==> config.mk <==
export PLATFORM = sky130hd
export DESIGN_NAME = bam_driver
export DESIGN_NICKNAME = d
export VERILOG_FILES = /design/src/rtl/bam_driver.sv
export SDC_FILE = /design/constraint.sdc
export NUM_CORES = 1
export LEC_CHECK = 0
export BUFFER_PORTS_ARGS = -buffer_cell sky130_fd_sc_hd__buf_4
export CAP_MARGIN = 20
export CORE_UTILIZATION = 53
export CTS_BUF_LIST = sky130_fd_sc_hd__clkbuf_8
export DETAILED_ROUTE_END_ITERATION = 6
export PLACE_DENSITY = 0.75
export SLEW_MARGIN = 20
export SYNTH_ARGS = -nofsm -noshare
export SYNTH_HDL_FRONTEND = slang
export SYNTH_SLANG_ARGS = --single-unit
==> constraint.sdc <==
create_clock -name i_clk -period 4.4 [get_ports i_clk]
set_input_delay 0.44 -clock i_clk [delete_from_list [all_inputs] [get_ports i_clk]]
set_output_delay 0.44 -clock i_clk [all_outputs]
set_load 0.005 [all_outputs]
==> src/rtl/bam_driver.sv <==
// bam_driver: memory-mapped Binary Angle Modulation peripheral.
//
// Generates CHANNELS BAM outputs from a 32-bit duty register. Each frame is
// split into BITS slots; slot k lasts 2^k prescaled units. Channel c's output
// is high during slot k when bit k of its duty field is set. Duty writes go to
// a pending register and are copied into the active register only when a
// frame starts or wraps, so a frame is never torn.
//
// Ports:
//   i_clk         system clock
//   i_rst         synchronous reset, active-high
//   i_dcycle_we   write strobe for DCYCLE (pending duty register)
//   i_config_we   write strobe for CONFIG (bit0 EN, bit1 INV, [31:16] P)
//   i_wdata       bus write data
//   o_dcycle      readback of pending DCYCLE
//   o_config      readback of CONFIG
//   o_bam         BAM outputs, channel c duty = DCYCLE[BITS*c +: BITS]
//   o_busy        high while in RUN
//   o_frame_done  one-cycle pulse following each frame wrap
module bam_driver #(
    parameter int CHANNELS = 4,
    parameter int BITS     = 8,
    parameter int PRESC_W  = 16
) (
    input  logic                i_clk,
    input  logic                i_rst,
    input  logic                i_dcycle_we,
    input  logic                i_config_we,
    input  logic [31:0]         i_wdata,
    output logic [31:0]         o_dcycle,
    output logic [31:0]         o_config,
    output logic [CHANNELS-1:0] o_bam,
    output logic                o_busy,
    output logic                o_frame_done
);

    localparam int SLOT_W = (BITS > 1) ? $clog2(BITS) : 1;

    typedef enum logic {
        ST_IDLE = 1'b0,
        ST_RUN  = 1'b1
    } state_t;

    state_t              state_q, state_d;
    logic [31:0]         pending_q, pending_d;
    logic [31:0]         active_q, active_d;
    logic [31:0]         config_q, config_d;
    logic [PRESC_W-1:0]  pre_cnt_q, pre_cnt_d;
    logic [SLOT_W-1:0]   slot_q, slot_d;
    logic [BITS-1:0]     slot_cnt_q, slot_cnt_d;
    logic                frame_done_q, frame_done_d;

    logic [PRESC_W-1:0]  presc;
    logic                inv;
    logic                start;
    logic                stop;
    logic                tick;
    logic                slot_end;
    logic                last_slot;
    logic [CHANNELS-1:0] ch_bit;

    assign presc = config_q[16 +: PRESC_W];
    assign inv   = config_q[1];

    // EN is taken from the write data itself, so the transition happens on
    // the same edge as the CONFIG write.
    assign start = (state_q == ST_IDLE) && i_config_we && i_wdata[0];
    assign stop  = (state_q == ST_RUN) && i_config_we && !i_wdata[0];

    // >= rather than == so lowering P below the current count still ticks.
    assign tick      = (pre_cnt_q >= presc);
    assign slot_end  = (slot_cnt_q == ((BITS'(1) << slot_q) - BITS'(1)));
    assign last_slot = (slot_q == SLOT_W'(BITS - 1));

    // Duty bit of each channel for the current slot.
    for (genvar c = 0; c < CHANNELS; c++) begin : g_ch
        logic [BITS-1:0] duty;
        assign duty      = active_q[c*BITS +: BITS];
        assign ch_bit[c] = duty[slot_q];
    end

    // State register.
    always_ff @(posedge i_clk) begin
        if (i_rst) begin
            state_q <= ST_IDLE;
        end else begin
            state_q <= state_d;
        end
    end

    // Next-state logic.
    always_comb begin
        state_d = state_q;
        case (state_q)
            ST_IDLE: if (start) state_d = ST_RUN;
            ST_RUN:  if (stop)  state_d = ST_IDLE;
            default:            state_d = ST_IDLE;
        endcase
    end

    // Output logic: registered state only, no path from the inputs.
    always_comb begin
        o_busy = (state_q == ST_RUN);
        for (int c = 0; c < CHANNELS; c++) begin
            o_bam[c] = ((state_q == ST_RUN) & ch_bit[c]) ^ inv;
        end
    end

    // Datapath next-state: registers, prescaler, slot sequencing.
    always_comb begin
        pending_d    = i_dcycle_we ? i_wdata : pending_q;
        config_d     = i_config_we ? i_wdata : config_q;
        active_d     = active_q;
        pre_cnt_d    = pre_cnt_q;
        slot_d       = slot_q;
        slot_cnt_d   = slot_cnt_q;
        frame_done_d = 1'b0;

        if (start) begin
            // Old pending value: a DCYCLE write on this edge is not yet visible.
            active_d   = pending_q;
            pre_cnt_d  = '0;
            slot_d     = '0;
            slot_cnt_d = '0;
        end else if (stop) begin
            pre_cnt_d  = '0;
            slot_d     = '0;
            slot_cnt_d = '0;
        end else if (state_q == ST_RUN) begin
            if (tick) begin
                pre_cnt_d = '0;
                if (slot_end) begin
                    slot_cnt_d = '0;
                    if (last_slot) begin
                        slot_d       = '0;
                        active_d     = pending_q;
                        frame_done_d = 1'b1;
                    end else begin
                        slot_d = slot_q + SLOT_W'(1);
                    end
                end else begin
                    slot_cnt_d = slot_cnt_q + BITS'(1);
                end
            end else begin
                pre_cnt_d = pre_cnt_q + PRESC_W'(1);
            end
        end
    end

    always_ff @(posedge i_clk) begin
        if (i_rst) begin
            pending_q    <= '0;
            active_q     <= '0;
            config_q     <= '0;
            pre_cnt_q    <= '0;
            slot_q       <= '0;
            slot_cnt_q   <= '0;
            frame_done_q <= 1'b0;
        end else begin
            pending_q    <= pending_d;
            active_q     <= active_d;
            config_q     <= config_d;
            pre_cnt_q    <= pre_cnt_d;
            slot_q       <= slot_d;
            slot_cnt_q   <= slot_cnt_d;
            frame_done_q <= frame_done_d;
        end
    end

    assign o_dcycle     = pending_q;
    assign o_config     = config_q;
    assign o_frame_done = frame_done_q;

endmodule

Word-level counts from Yosys, hierarchy flattened
Cells that the tools add are included.
{ "word_totals": {"register_bits": 125, "out_inout_bits": 70, "elab_cells": 64, "in_bits": 36} }
{ "op_classes": {"n_lt_le_gt_ge": 2, "shift": 1, "muxes": 21, "add_sub_neg": 4, "reduce_logical": 14, "n_bitwise": 11, "n_eq_ne": 3} }
{ "ops": {"columns": ["cell", "n"], "rows": [
  ["32-bit two-way mux", 6],
  ["16-bit by 1-bit adder with 16-bit output (second input constant)", 1],
  ["16-bit >= comparator", 1],
  ["16-bit two-way mux", 1],
  ["1-bit binary-select mux with 3-bit select", 4],
  ["8-bit by 1-bit adder with 8-bit output (second input constant)", 1],
  ["8-bit == test", 1],
  ["8-bit two-way mux", 1],
  ["2-bit nonzero test", 4],
  ["1-bit by 3-bit left shift with 8-bit output (first input constant)", 1],
  ["8-bit by 1-bit subtractor with 8-bit output (second input constant)", 1],
  ["1-bit two-way mux", 7],
  ["6-bit OR reduction", 1],
  ["5-bit AND reduction", 1],
  ["1-bit bitwise AND", 4],
  ["1-bit logical AND", 4],
  ["3-bit by 4-bit less-than comparator with 1-bit output (second input constant)", 1],
  ["1-bit bitwise XOR", 4],
  ["3-bit by 1-bit adder with 3-bit output (second input constant)", 1],
  ["3-bit == test (second input constant)", 1],
  ["3-bit two-way mux", 1],
  ["1-bit NOT", 3],
  ["3-bit AND reduction", 1],
  ["3-bit OR reduction", 1],
  ["other kinds (4)", 4]
]} }

Logic depth before layout (Yosys ltp)
{ "depth": {"depth_word": 8, "ltp_mapped": 14, "ltp_nobuf": 11} }

Least setup slack after synthesis
OpenSTA, ideal clock, no wires.
{ "synth_path": {"path_kind": "reg2reg", "startpoint": "register slot_q[0]", "endpoint": "register active_q[24]", "slack_ns": 0.880, "required_ns": 4.288, "path_stages_with_launch": 15, "period_less_slack_ns": 3.520, "setup_time_ns": 0.112, "n_path_buf": 3, "arrival_time_ns": 3.408, "cell_sequence": "dfxtp_1 > buf_1 > inv_1 > ha_1 > buf_4 > nand2b_1 > ha_1 > nor4b_2 > o32ai_2 > xor2_1 > nor4_4 > nand4_4 > buf_8 > mux2i_1 > a2111oi_1"} }
{ "synth_between": {"elab_chain_len": 5, "word_cells_on_any_way": 7, "classes_between": "1 x add/sub; 2 x eq/ne; 1 x shift; 3 x reduce/logical"} }
{ "synth_lines": {"columns": ["item", "line_no", "source"], "rows": [
  ["from (decl)", "49", "logic [SLOT_W-1:0] slot_q, slot_d;"],
  ["from (signal assigned)", "164", "slot_q <= slot_d;"],
  ["1-bit by 3-bit left shift with 8-bit output", "72", "assign slot_end = (slot_cnt_q == ((BITS'(1) << slot_q) - BITS'(1)));"],
  ["8-bit by 1-bit subtractor with 8-bit output", "72", null],
  ["8-bit == test", "72", null],
  ["2-bit nonzero test (no line)", null, null],
  ["5-bit AND reduction (no line) (*)", null, null],
  ["to (signal assigned)", "161", "active_q <= active_d;"],
  ["to (decl)", "46", "logic [31:0] active_q, active_d;"]
]} }
Every way passes the cells marked *; elsewhere a longest branch is shown, timed or not.
A chain may end at the register's enable or synchronous reset.

Worst setup path in the final report
{ "layout_path": {"startpoint": "register slot_q[0]", "endpoint": "register active_q[15]"} }
The elaborated chain is that of the path after synthesis.

==> flow_summary_export.csv <==
group,metric,value,unit
clock_network,root_buffer,"clkbuf_8",
critical_path,worstPathRequired,4710,ps
pwr,switching_power,0.0006688,W
critical_path,crit_type,"reg -> reg",
placed_design,gp_congestion,0.8200,
yosys,ys.flop_type,"dfxtp_1",
yosys,ys_seq_elements,124,
clock_network,cts_tree,"built",
pwr,p_int,0.001827,W
global_routing,antenna_found_initial,0,
global_routing,grt_first_pass_wirelength,26500,um
yosys,synthArstFlopShare,0,%
critical_path,cp_data_arrival_time,3970,ps
sta,fin_setup_tns,0,ps
yosys,synth_edf_count,0,
floorplanning,io_pins,106,
global_routing,groute.usage.overall,25.27,%
yosys,yosysMostFrequentCell,"nor2_1",
pwr,p_seq_share,50.3,%
pwr,vdd_drop_max,186.0,uV
sta,hold_viol,0,
sta,fin_crit_sh,83.36,%
placed_design,hpwl,10870,um
yosys,synthXorXnorAreaFrac,3.813,%
global_routing,grt_overflow,0,
yosys,avgSynthCellArea,9.338,um2
critical_path,reg2reg_from,"slot_q[0]",
critical_path,cp-startpoint,"slot_q[0]",
placed_design,io_buffers,105,
critical_path,end_kind,"flip-flop",
route,drt_iter0_drc,380,
route,vias_per_cell,5.687,
finish,diodes,0,
pwr,p_leak,3.711,nW
critical_path,crit_fanout,32,
pwr,finalPower,0.002496,W
sta,clock_skew,9.446,ps
sta,fmax,272.6,MHz
placed_design,placedCellCount,967,
yosys,yosys.area.top_type,"dfxtp_1",
sta,worstMarginPinSlew,1060,ps
pwr,power_frac_clock,34.2,%
clock_network,clk_latency,440,ps
finish,final_net_count,875,
yosys,synth-simple-area-share,18.57,%
placed_design,dpl_cell_area,7626,um2
floorplanning,initial_core_util,54.39,%
status,outcome,"complete, no violations",
yosys,muxShareOfSynthArea,16.58,%
global_routing,grt_pass1_vias,5521,
min_path,min_path_type,"in -> reg",
route,wire_per_inst,16.09,um
clock_network,path_clk_slew,70,ps
pwr,p_comb_share,15.4,%
yosys,ys_seq_area_share,36.02,%
sta,finalCriticalPeriod,3668,ps
sta,setup_viol_count_final,0,
route,drc,0,
finish,area_growth,15.41,%
clock_network,cts_made_buffers,17,
floorplanning,rows,41,
critical_path,r2r_setup_slack,730,ps
route,ant_nets,0,
clock_network,holdBufCountCts,0,
yosys,synth_top_family_by_area,"simple AND/OR/NAND/NOR gates",
floorplanning,die_h,116.0,um
critical_path,r2r_cells,12,
global_routing,grt_max_degree,97,
min_path,min_from,"i_wdata[11]",
yosys,synth_warnings,0,
clock_network,postCtsSetupBuffers,0,
critical_path,r2r-end,"active_q[15]",
clock_network,h-tree-depth,4,
yosys,synth.distinct_cells,66,
yosys,netlist.area_leader.share,36.02,%
critical_path,worstSetupEndpoint,"active_q[15]",
route,num_vias,5659,
pwr,pwr_density_cell,313.8,nW/um2
run,max_cap_violations,0,
critical_path,critPathLaunchType,"flip-flop",
route,wl,16010,um
floorplanning,coreArea,12670,um2
floorplanning,die_area,13460,um2
yosys,yosys-top-cells-area,"dfxtp_1, mux2i_1, nor2_1",
yosys,synthTopCellsByCount,"nor2_1, dfxtp_1, mux2i_1, nand2_1, nand2b_1",
yosys,synth_nets,799,
finish,drive_gt1_share,22.24,%
clock_network,cts.sinks,124,
sta,relSlewSlack,29.30,%
pwr,p_sw_share,26.79,%
yosys,synthAdderAreaFrac,4.539,%
clock_network,clockBufferDepth,2,
floorplanning,die_w,116.0,um
yosys,synth_cells,738,
finish,design_area,7954,um2
sta,rsz0062_at_grt,"false",
sta,slew_violations,0,
finish,layout.cells.non_filler,995,
clock_network,cts-resized-gates,0,
yosys,synth_compound_area_share,14.52,%
route,drt-pass1-iter-count,5,
yosys,synth.cell_area,6892,um2
-- routing by layer --
metal  global-route usage (%)  up-vias  wire, um
li1                         -     2752         -
met1                    31.75     2731      7097
met2                    41.67      145      7859
met3                    4.969       31       669
met4                    11.97        0       385
met5                        0        -         0
-- sequential cells by signal (all words and copies together), names as in the netlist, named ones only --
register      count
slot_q            3
slot_cnt_q        8
o_config         31
pre_cnt_q        16
o_dcycle         32
active_q         32
o_frame_done      1
-- cell families (layout without fill, tap and decap cells) --
| kind of cell | after synthesis | count (layout) |
|---|---|---|
| AOI/OAI and AO/OA | 111 | 111 |
| DFF | 124 | 124 |
| buffers and inverters | 78 | 163 |
| and+or+nand+nor | 266 | 266 |
| muxes | 104 | 104 |
| adders and majority gates | 25 | 25 |
| xor gates and xnor gates | 30 | 30 |
-- area by class of cell --
| type | instances | area (um2) |
|---|---|---|
| multi-input combinational | 536 | 4004 |
| inverter | 24 | 90.09 |
| clock buffer | 22 | 302.8 |
| clock inverter | 6 | 25.02 |
| fill | 1069 | 4717 |
| tap | 172 | 215.2 |
| sequential | 124 | 2484 |
| timing repair buffer | 111 | 833.3 |
-- through the flow --
stage	hold WS, ps	utilization [%]	worst slack (ps)
after floorplan	485.4	-	879.8
after global placement	475.1	60.17	1026
after detailed placement	489.9	60.19	735.4
after CTS	227.1	62.77	728.5
after global routing	234.4	62.77	469.9
final	248.6	62.77	732.0
-- cell usage in the layout (no fill, tap or decap), drive strengths merged, types with 7 or more instances in the layout --
cell type	n
nand2b	33
xnor2	12
a21oi	16
nand2	33
mux2i	95
nor2	156
clkbuf	22
inv	28
o22a	31
nand4	8
ha	25
a2111oi	34
buf	111
xor2	18
nand3	7
mux4	8
dfxtp	124
-- worst max-delay path, stage by stage, from the launching register on --
cell       delay, ps
dfxtp_1          510
inv_1            120
ha_1             340
nand2b_1         170
ha_1             270
nor4b_2          300
o32ai_2          130
xor2_1           180
nor4_4           410
nand4_4          130
buf_4            310
mux2i_1          190
a2111oi_1        460
-- worst min path at each step --
stage / end / slack, ps / cells after the start
2_1_floorplan: o_config[10] / 490 / 2
3_3_place_gp: o_config[4] / 480 / 2
3_5_place_dp: o_config[8] / 490 / 2
4_1_cts: o_dcycle[8] / 230 / 3
5_1_grt: o_config[2] / 230 / 3
6_report: o_dcycle[11] / 250 / 3
-- power groups by stage --
stage / combinational (W) / clock [W] / sequential [W]
after floorplan: 0.000267 / 0 / 0.00126
after global placement: 0.000369 / 0 / 0.00128
after detailed placement: 0.000385 / 0 / 0.00128
after CTS: 0.000387 / 0.000872 / 0.00126
after global routing: 0.000428 / 0.000919 / 0.00126
final: 0.000385 / 0.000855 / 0.00126
No activity file was read; power rests on OpenSTA's default activity.
